## config.mk

```make
export PLATFORM = sky130hd
export DESIGN_NAME = i2c_slave_edge_filter_flat
export DESIGN_NICKNAME = d
export VERILOG_FILES = /design/src/rtl/i2c_pkg.sv /design/src/rtl/i2c_slave_edge_filter_if.sv /design/src/rtl/i2c_sync_chain.sv /design/src/rtl/i2c_slave_edge_filter.sv /design/src/flat_wrapper.sv
export SDC_FILE = /design/constraint.sdc
export NUM_CORES = 1
export LEC_CHECK = 0
export ABC_CLOCK_PERIOD_IN_PS = 1200
export CORE_AREA = 2 2 39 41
export DETAILED_ROUTE_END_ITERATION = 8
export DIE_AREA = 0 0 41 43
export DONT_BUFFER_PORTS = 1
export GPL_ROUTABILITY_DRIVEN = 0
export PLACE_DENSITY = 0.42
export SLEW_MARGIN = 10
export SYNTH_ARGS = -nofsm -noshare
export SYNTH_HDL_FRONTEND = slang
export SYNTH_SLANG_ARGS = --single-unit
export TNS_END_PERCENT = 1
```

## constraint.sdc

```tcl
create_clock -name clk -period 1.2 [get_ports clk]
set_clock_uncertainty 0.15 [all_clocks]
set_input_delay 0.24 -clock clk [delete_from_list [all_inputs] [get_ports clk]]
set_output_delay 0.24 -clock clk [all_outputs]
set_load 0.1 [all_outputs]
```

## src/rtl/i2c_pkg.sv

```systemverilog
// Shared I2C front-end constants.
package i2c_pkg;

    // Default depth of the metastability synchroniser.
    localparam int unsigned I2C_SYNC_STAGES_DEF = 2;
    // Default number of equal synchronised samples needed to change the filtered level.
    localparam int unsigned I2C_FILTER_LEN_DEF  = 4;

endpackage

```

## src/rtl/i2c_slave_edge_filter_if.sv

```systemverilog
// One conditioned I2C line: raw level in, filtered level and edge strobes out.
interface i2c_slave_edge_filter_if;

    logic sig;
    logic fsig;
    logic ne;
    logic pe;

    // Bus side (drives the raw line, watches the conditioned outputs).
    modport master (output sig, input fsig, input ne, input pe);
    // Filter side.
    modport slave  (input sig, output fsig, output ne, output pe);

endinterface

```

## src/rtl/i2c_sync_chain.sv

```systemverilog
// N-flop synchroniser; resets to 1 so a released (idle) bus is assumed.
module i2c_sync_chain #(
    parameter int unsigned STAGES = 2
) (
    input  logic clk,
    input  logic reset,
    input  logic i_d,
    output logic o_q
);

    logic [STAGES-1:0] r_sync;

    // Shift the raw level through the chain; bit 0 takes the asynchronous input.
    always_ff @(posedge clk or negedge reset) begin
        if (!reset) begin
            r_sync <= '1;
        end else begin
            r_sync <= {r_sync[STAGES-2:0], i_d};
        end
    end

    assign o_q = r_sync[STAGES-1];

endmodule

```

## src/rtl/i2c_slave_edge_filter.sv

```systemverilog
// Synchronises and consensus-filters one I2C line, producing registered level and edge strobes.
module i2c_slave_edge_filter
    import i2c_pkg::*;
#(
    parameter int unsigned SYNC_STAGES = I2C_SYNC_STAGES_DEF,
    parameter int unsigned FILTER_LEN  = I2C_FILTER_LEN_DEF
) (
    input  logic                    clk,
    input  logic                    reset,
    i2c_slave_edge_filter_if.slave  bus
);

    logic                  w_s_out;
    logic [FILTER_LEN-2:0] r_hist;
    logic [FILTER_LEN-1:0] w_window;
    logic                  w_all_one;
    logic                  w_all_zero;

    logic r_fsig;
    logic r_ne;
    logic r_pe;
    logic w_fsig_d;
    logic w_ne_d;
    logic w_pe_d;

    i2c_sync_chain #(
        .STAGES (SYNC_STAGES)
    ) u_sync (
        .clk   (clk),
        .reset (reset),
        .i_d   (bus.sig),
        .o_q   (w_s_out)
    );

    // Newest sample sits in bit 0; slicing the window keeps FILTER_LEN = 2 legal.
    assign w_window   = {r_hist, w_s_out};
    assign w_all_one  = &w_window;
    assign w_all_zero = ~|w_window;

    // History of past synchroniser outputs, idle-high after reset.
    always_ff @(posedge clk or negedge reset) begin
        if (!reset) begin
            r_hist <= '1;
        end else begin
            r_hist <= w_window[FILTER_LEN-2:0];
        end
    end

    // Consensus decision: move the level only on a unanimous window, strobing the direction.
    always_comb begin
        w_fsig_d = r_fsig;
        w_ne_d   = 1'b0;
        w_pe_d   = 1'b0;
        if (w_all_one && !r_fsig) begin
            w_fsig_d = 1'b1;
            w_pe_d   = 1'b1;
        end else if (w_all_zero && r_fsig) begin
            w_fsig_d = 1'b0;
            w_ne_d   = 1'b1;
        end
    end

    // Output registers; reset forces idle-high with no strobe.
    always_ff @(posedge clk or negedge reset) begin
        if (!reset) begin
            r_fsig <= 1'b1;
            r_ne   <= 1'b0;
            r_pe   <= 1'b0;
        end else begin
            r_fsig <= w_fsig_d;
            r_ne   <= w_ne_d;
            r_pe   <= w_pe_d;
        end
    end

    assign bus.fsig = r_fsig;
    assign bus.ne   = r_ne;
    assign bus.pe   = r_pe;

endmodule

```

## src/flat_wrapper.sv

```systemverilog
// flat-port wrapper written by rule: the top's interface ports become plain ports
module i2c_slave_edge_filter_flat import i2c_pkg::*;
#(
    parameter int unsigned SYNC_STAGES = I2C_SYNC_STAGES_DEF,
    parameter int unsigned FILTER_LEN  = I2C_FILTER_LEN_DEF
)
  (clk, reset, bus_sig, bus_fsig, bus_ne, bus_pe);
  i2c_slave_edge_filter_if bus_i ();
  input  logic clk;
  input  logic reset;
  input wire logic [$bits(bus_i.sig)-1:0] bus_sig;
  output wire logic [$bits(bus_i.fsig)-1:0] bus_fsig;
  output wire logic [$bits(bus_i.ne)-1:0] bus_ne;
  output wire logic [$bits(bus_i.pe)-1:0] bus_pe;
  assign bus_i.sig = bus_sig;
  assign bus_fsig = bus_i.fsig;
  assign bus_ne = bus_i.ne;
  assign bus_pe = bus_i.pe;
  i2c_slave_edge_filter #(.SYNC_STAGES(SYNC_STAGES), .FILTER_LEN(FILTER_LEN)) u_core (.clk(clk), .reset(reset), .bus(bus_i));
endmodule
```

[Word level (Yosys, flattened, before mapping)]
Index checks and enable logic that the tools add are counted.
Storage, ports and cells
  register bits: 8
  bits in latches: 0
  bits in writable memories: 0
  bits in read-only memories: 0
  input port bits: 3
  output and inout bits: 3
  logic and storage cells: 17
  memories kept: 0
Cells by class
  add/subtract/negate cells: 0
  $mul: 0
  div/mod/pow operators: 0
  order comparisons: 0
  equal/unequal tests: 0
  shift-type cells: 0
  multiplexer cells: 5
  bitwise gates (word level): 0
  reduce and logical (&&, ||, !) cells: 7
Operators by type and width (count)
  $mux 1: 5
  $reduce_and 4->1: 1
  $reduce_or 4->1: 1
  $logic_and 1x1->1: 2
  $logic_not 1->1: 2
  $reduce_bool 2->1: 1

[Longest topological paths before layout]
  depth in word-level cells: 5
  mapped depth: 2

[Cells and area by module]
A second synthesis with hierarchy kept.
Second synthesis, totals
  cell total of the unflattened synthesis: 15
  area total of the unflattened synthesis: 254.0 um2
By module, submodules not included
  i2c_slave_edge_filter: times used 1, cells an instance 13, area each 201.4 um2, sequential area each 155.1 um2
  i2c_sync_chain: times used 1, cells an instance 2, area each 52.6 um2, sequential area each 52.6 um2

[Worst setup path after synthesis]
OpenSTA, ideal clock, no wires.
  path type: register -> register
  from: register u_core.r_fsig (netlist: u_core.bus.fsig)
  to: register u_core.r_fsig (netlist: u_core.bus.fsig)
  arrival: 1088 ps
  data required time: 988 ps
  setup slack: -100 ps
  stages on the path, launching flop included: 3
  period minus slack after synthesis: 1300 ps
  cells stage by stage: dfstp_2 > o41ai_2 > nand2_1
Between the ends
  cells in the longest elaborated chain, start to end: 3
  elaborated cells on any way between the ends: 5
  classes of those cells: mux (1); reduce/logical (4)
Ends and longest elaborated chain
  from (decl): line i2c_slave_edge_filter.sv:19  | logic r_fsig;
  from (signal assigned): line i2c_slave_edge_filter.sv:70  | r_fsig <= w_fsig_d;
  $logic_not 1->1: line i2c_slave_edge_filter.sv:54  | if (w_all_one && !r_fsig) begin
  $logic_and 1x1->1: line i2c_slave_edge_filter.sv:54
  $mux 1 / $reduce_bool 2->1 (equally long branches)
Several ways; a longest one is shown, not always the timed one.
A chain may end at the register's enable or synchronous reset.

[Worst setup path after layout]
  from: register u_core.r_fsig (netlist: u_core.bus.fsig)
  to: output port bus_fsig
RTL lines
  to (decl): line flat_wrapper.sv:12  | output wire logic [$bits(bus_i.fsig)-1:0] bus_fsig;
No word-level cell between the ends.

==> results.md <==
Setup path:
- The register-to-register setup slack is -0.01 ns.
- In this run the worst path has a maximum fanout of 4.
- The type of the worst setup path is reg2out.
- The worst setup path is launched from a flip-flop.
- The worst endpoint required time is 0.81 ns.
- The worst setup path is captured at an output pin.
- Data arrives at the worst endpoint at 1.06 ns.

STA:
- The upper clock frequency limit is 692 MHz.
- The minimum period implied by the final worst setup slack is ~1.4 ns.
- Across all setup checks in the final design, the least slack found is -0.246 ns.
- The count of final max-slew check failures is 0.
- Hold timing on the final database bottoms out at a slack of around 0.17 ns.
- The number of hold violations in the final report is 0.
- In this run the tightest slew margin relative to its limit is 0.772.
- Setup violations remaining at the end of the flow were counted as 4.
- For the pin with the worst max-slew slack, the measured transition is 0.341 ns.
- Summed over all failing endpoints, the final setup total negative slack is -0.271 ns.
- Setup repair after global routing could not meet its margin everywhere.
- The fraction of the cycle the final worst path needs is 1.20.

Detailed routing:
- After the first detailed-routing iteration, the DRC count stood at 2.
- The total number of vias is 141.
- The total detailed-routing wirelength is ~380 um.
- For this run, design rule violations remaining after detail routing come to 0.
- The number of nets with antenna violations after routing is 0.
- In the routed layout, each cell is associated on average with a via count of about 3.7.
- The detail-routed net length per standard cell is just under 10 um.
- The number of detailed-routing iterations run before antenna repair is 2.

Place:
- The half-perimeter wire length after detailed placement is approximately 240 um.
- The count of buffers added on input and output ports is 0.
- The number of placed cells counting well taps is 32.
- At the placement stage, the worst setup path has a slack of -0.00978 ns.

Floorplanning:
- The chip height is around 43 um.
- During I/O placement, the number of pins put on the boundary was 6.
- The area of the core region is around 1400 sq um.
- The site row count is 14.
- The die covers around 1800 sq um.
- The die is 41 um wide.
- The effective utilization at floorplan is 0.181.

Yosys:
- The post-synthesis register bit count is 8.
- The total standard cell area after synthesis is around 250 sq um.
- The sequential cell area fraction in the yosys report is 0.830.
- Synthesis produced a netlist whose cell count is 14.
- The count of synthesis-stage warnings from yosys is 0.
- The number of nets produced by synthesis is 17.
- The mean post-synth cell area is about 18 sq um.
- Synthesis instantiated 8 different standard cells from the library.

Power:
- Dividing total power by cell area gives a power density of about 1800 nW/um^2.
- VDD sags by at most 0.735 mV.
- The total chip power is approximately 630 uW.
- For this design the static power due to leakage is about 0.15 nW.

Finish:
- Registers take 211 sq um.
- Summing all multi-input logic gate instances after layout gives between 40 and 50 sq um.
- The filler cells instantiated in the layout total 147.
- The final antenna diode count is 0.
- The net count reported at finish is 26.
- The count of cells in the finished layout, fillers not included, comes to 38.
- Of the cells placed in the final design, the portion with a size suffix greater than 1 is 0.545.
- Compared with the post-synthesis result, the final layout area differs by 44.0%.

Global route:
- The largest net degree at the start of global routing is 9.
- The global-route wire length before repair is slightly below 700 um.
- Global routing finished with a remaining overflow of 0.
- The number of antenna violations at the first check in global routing came to 0.
- The overall track demand over capacity in global routing is 0.0693.
- The number of global-route vias before repair is 145.

Clock tree:
- The deepest clock path buffer count is 2.
- The number of setup buffers added after CTS is 0.
- TritonCTS built the clock tree.
- Clock tree synthesis inserted a total of 3 buffers.
- CTS built an H-tree with a depth of 1.
- The latest clock arrival within the worst-skew pair is 0.25 ns.
- The clock-pin slew of the registers on the worst-case setup and hold paths is 0.06 ns.
- The total clock sinks is 8.
- The root buffer cell is clkbuf_4.

Status:
- The final reports fail on negative setup slack.
- The flow ran to the end, but the final reports show violations.

Worst hold path:
- The worst min-delay path class is in2async.

Flow run:
- The number of max-cap violations is 0.
[metal layers]
layer	global-route usage	wire, um
met1	0.0676	157
met2	0.0719	183
met3	0.0524	26
met4	0.100	10
met5	0	0
[where the power goes]
part           internal, mW  switching (mW)  total, mW
logic                0.0190          0.0229     0.0419
clock network         0.127          0.0917      0.219
registers             0.305          0.0678      0.373
[layout make-up]
class / instances / area share
flip-flops and latches: 8 / 0.587
repair buffers: 4 / 0.167
multi-input cells: 6 / 0.118
clock buffers: 4 / 0.0729
well taps: 16 / 0.0556
[cell usage after synthesis]
master | instances | area, sq um
and2_1 | 1 | 6.26
dfstp_2 | 6 | 158
dfrtp_1 | 2 | 50.1
nor4_1 | 1 | 6.26
nand4_1 | 1 | 6.26
nand2_1 | 1 | 3.75
nor2_1 | 1 | 3.75
o41ai_2 | 1 | 16.3
[cell families after synthesis]
logic type      after synthesis  synth area share
compound gates                1            0.0650
flops                         8             0.830
simple gates                  5             0.105
[through the flow]
stage	util	area, sq um
global placement	0.227	314
floorplan	-	254
global route	0.260	360
finish	0.260	360
CTS	0.260	360
detailed placement	0.227	314
[flip-flops by register name, summed over array words and instances (netlist names)]
register and count:
u_core.bus.fsig 1, u_core.bus.ne 1, u_core.r_hist 3, u_core.u_sync.r_sync 2
u_core.bus.pe 1
[repair_timing]
item	4_1_cts	5_1_grt
setup endpoints to repair	4	5
gates resized for setup	0	0
pin swaps	1	0
hold buffers	2	0
hold endpoints to repair	9	0
[cell usage in the layout, fill, tap and decap left out, drive strengths merged]
cell type | netlist | routed
nor4 | 1 | 1
nand2 | 1 | 1
o41ai | 1 | 1
dfstp | 6 | 6
and2 | 1 | 1
clkbuf | 0 | 4
nand4 | 1 | 1
dfrtp | 2 | 2
dlygate4sd3 | 0 | 2
nor2 | 1 | 1
buf | 0 | 2
[final timing paths]
kind,from,endpoint,cells past startpoint
max in group asynchronous,reset,u_core.r_hist[1],1
min reg2reg,u_core.u_sync.r_sync[0],u_core.u_sync.r_sync[1],0
max,u_core.bus.fsig,bus_fsig,0
min in group clk,u_core.u_sync.r_sync[0],u_core.u_sync.r_sync[1],0
max reg2reg,u_core.bus.fsig,u_core.bus.fsig,2
min,reset,u_core.bus.ne,1
(Power assumes the default switching activity.)
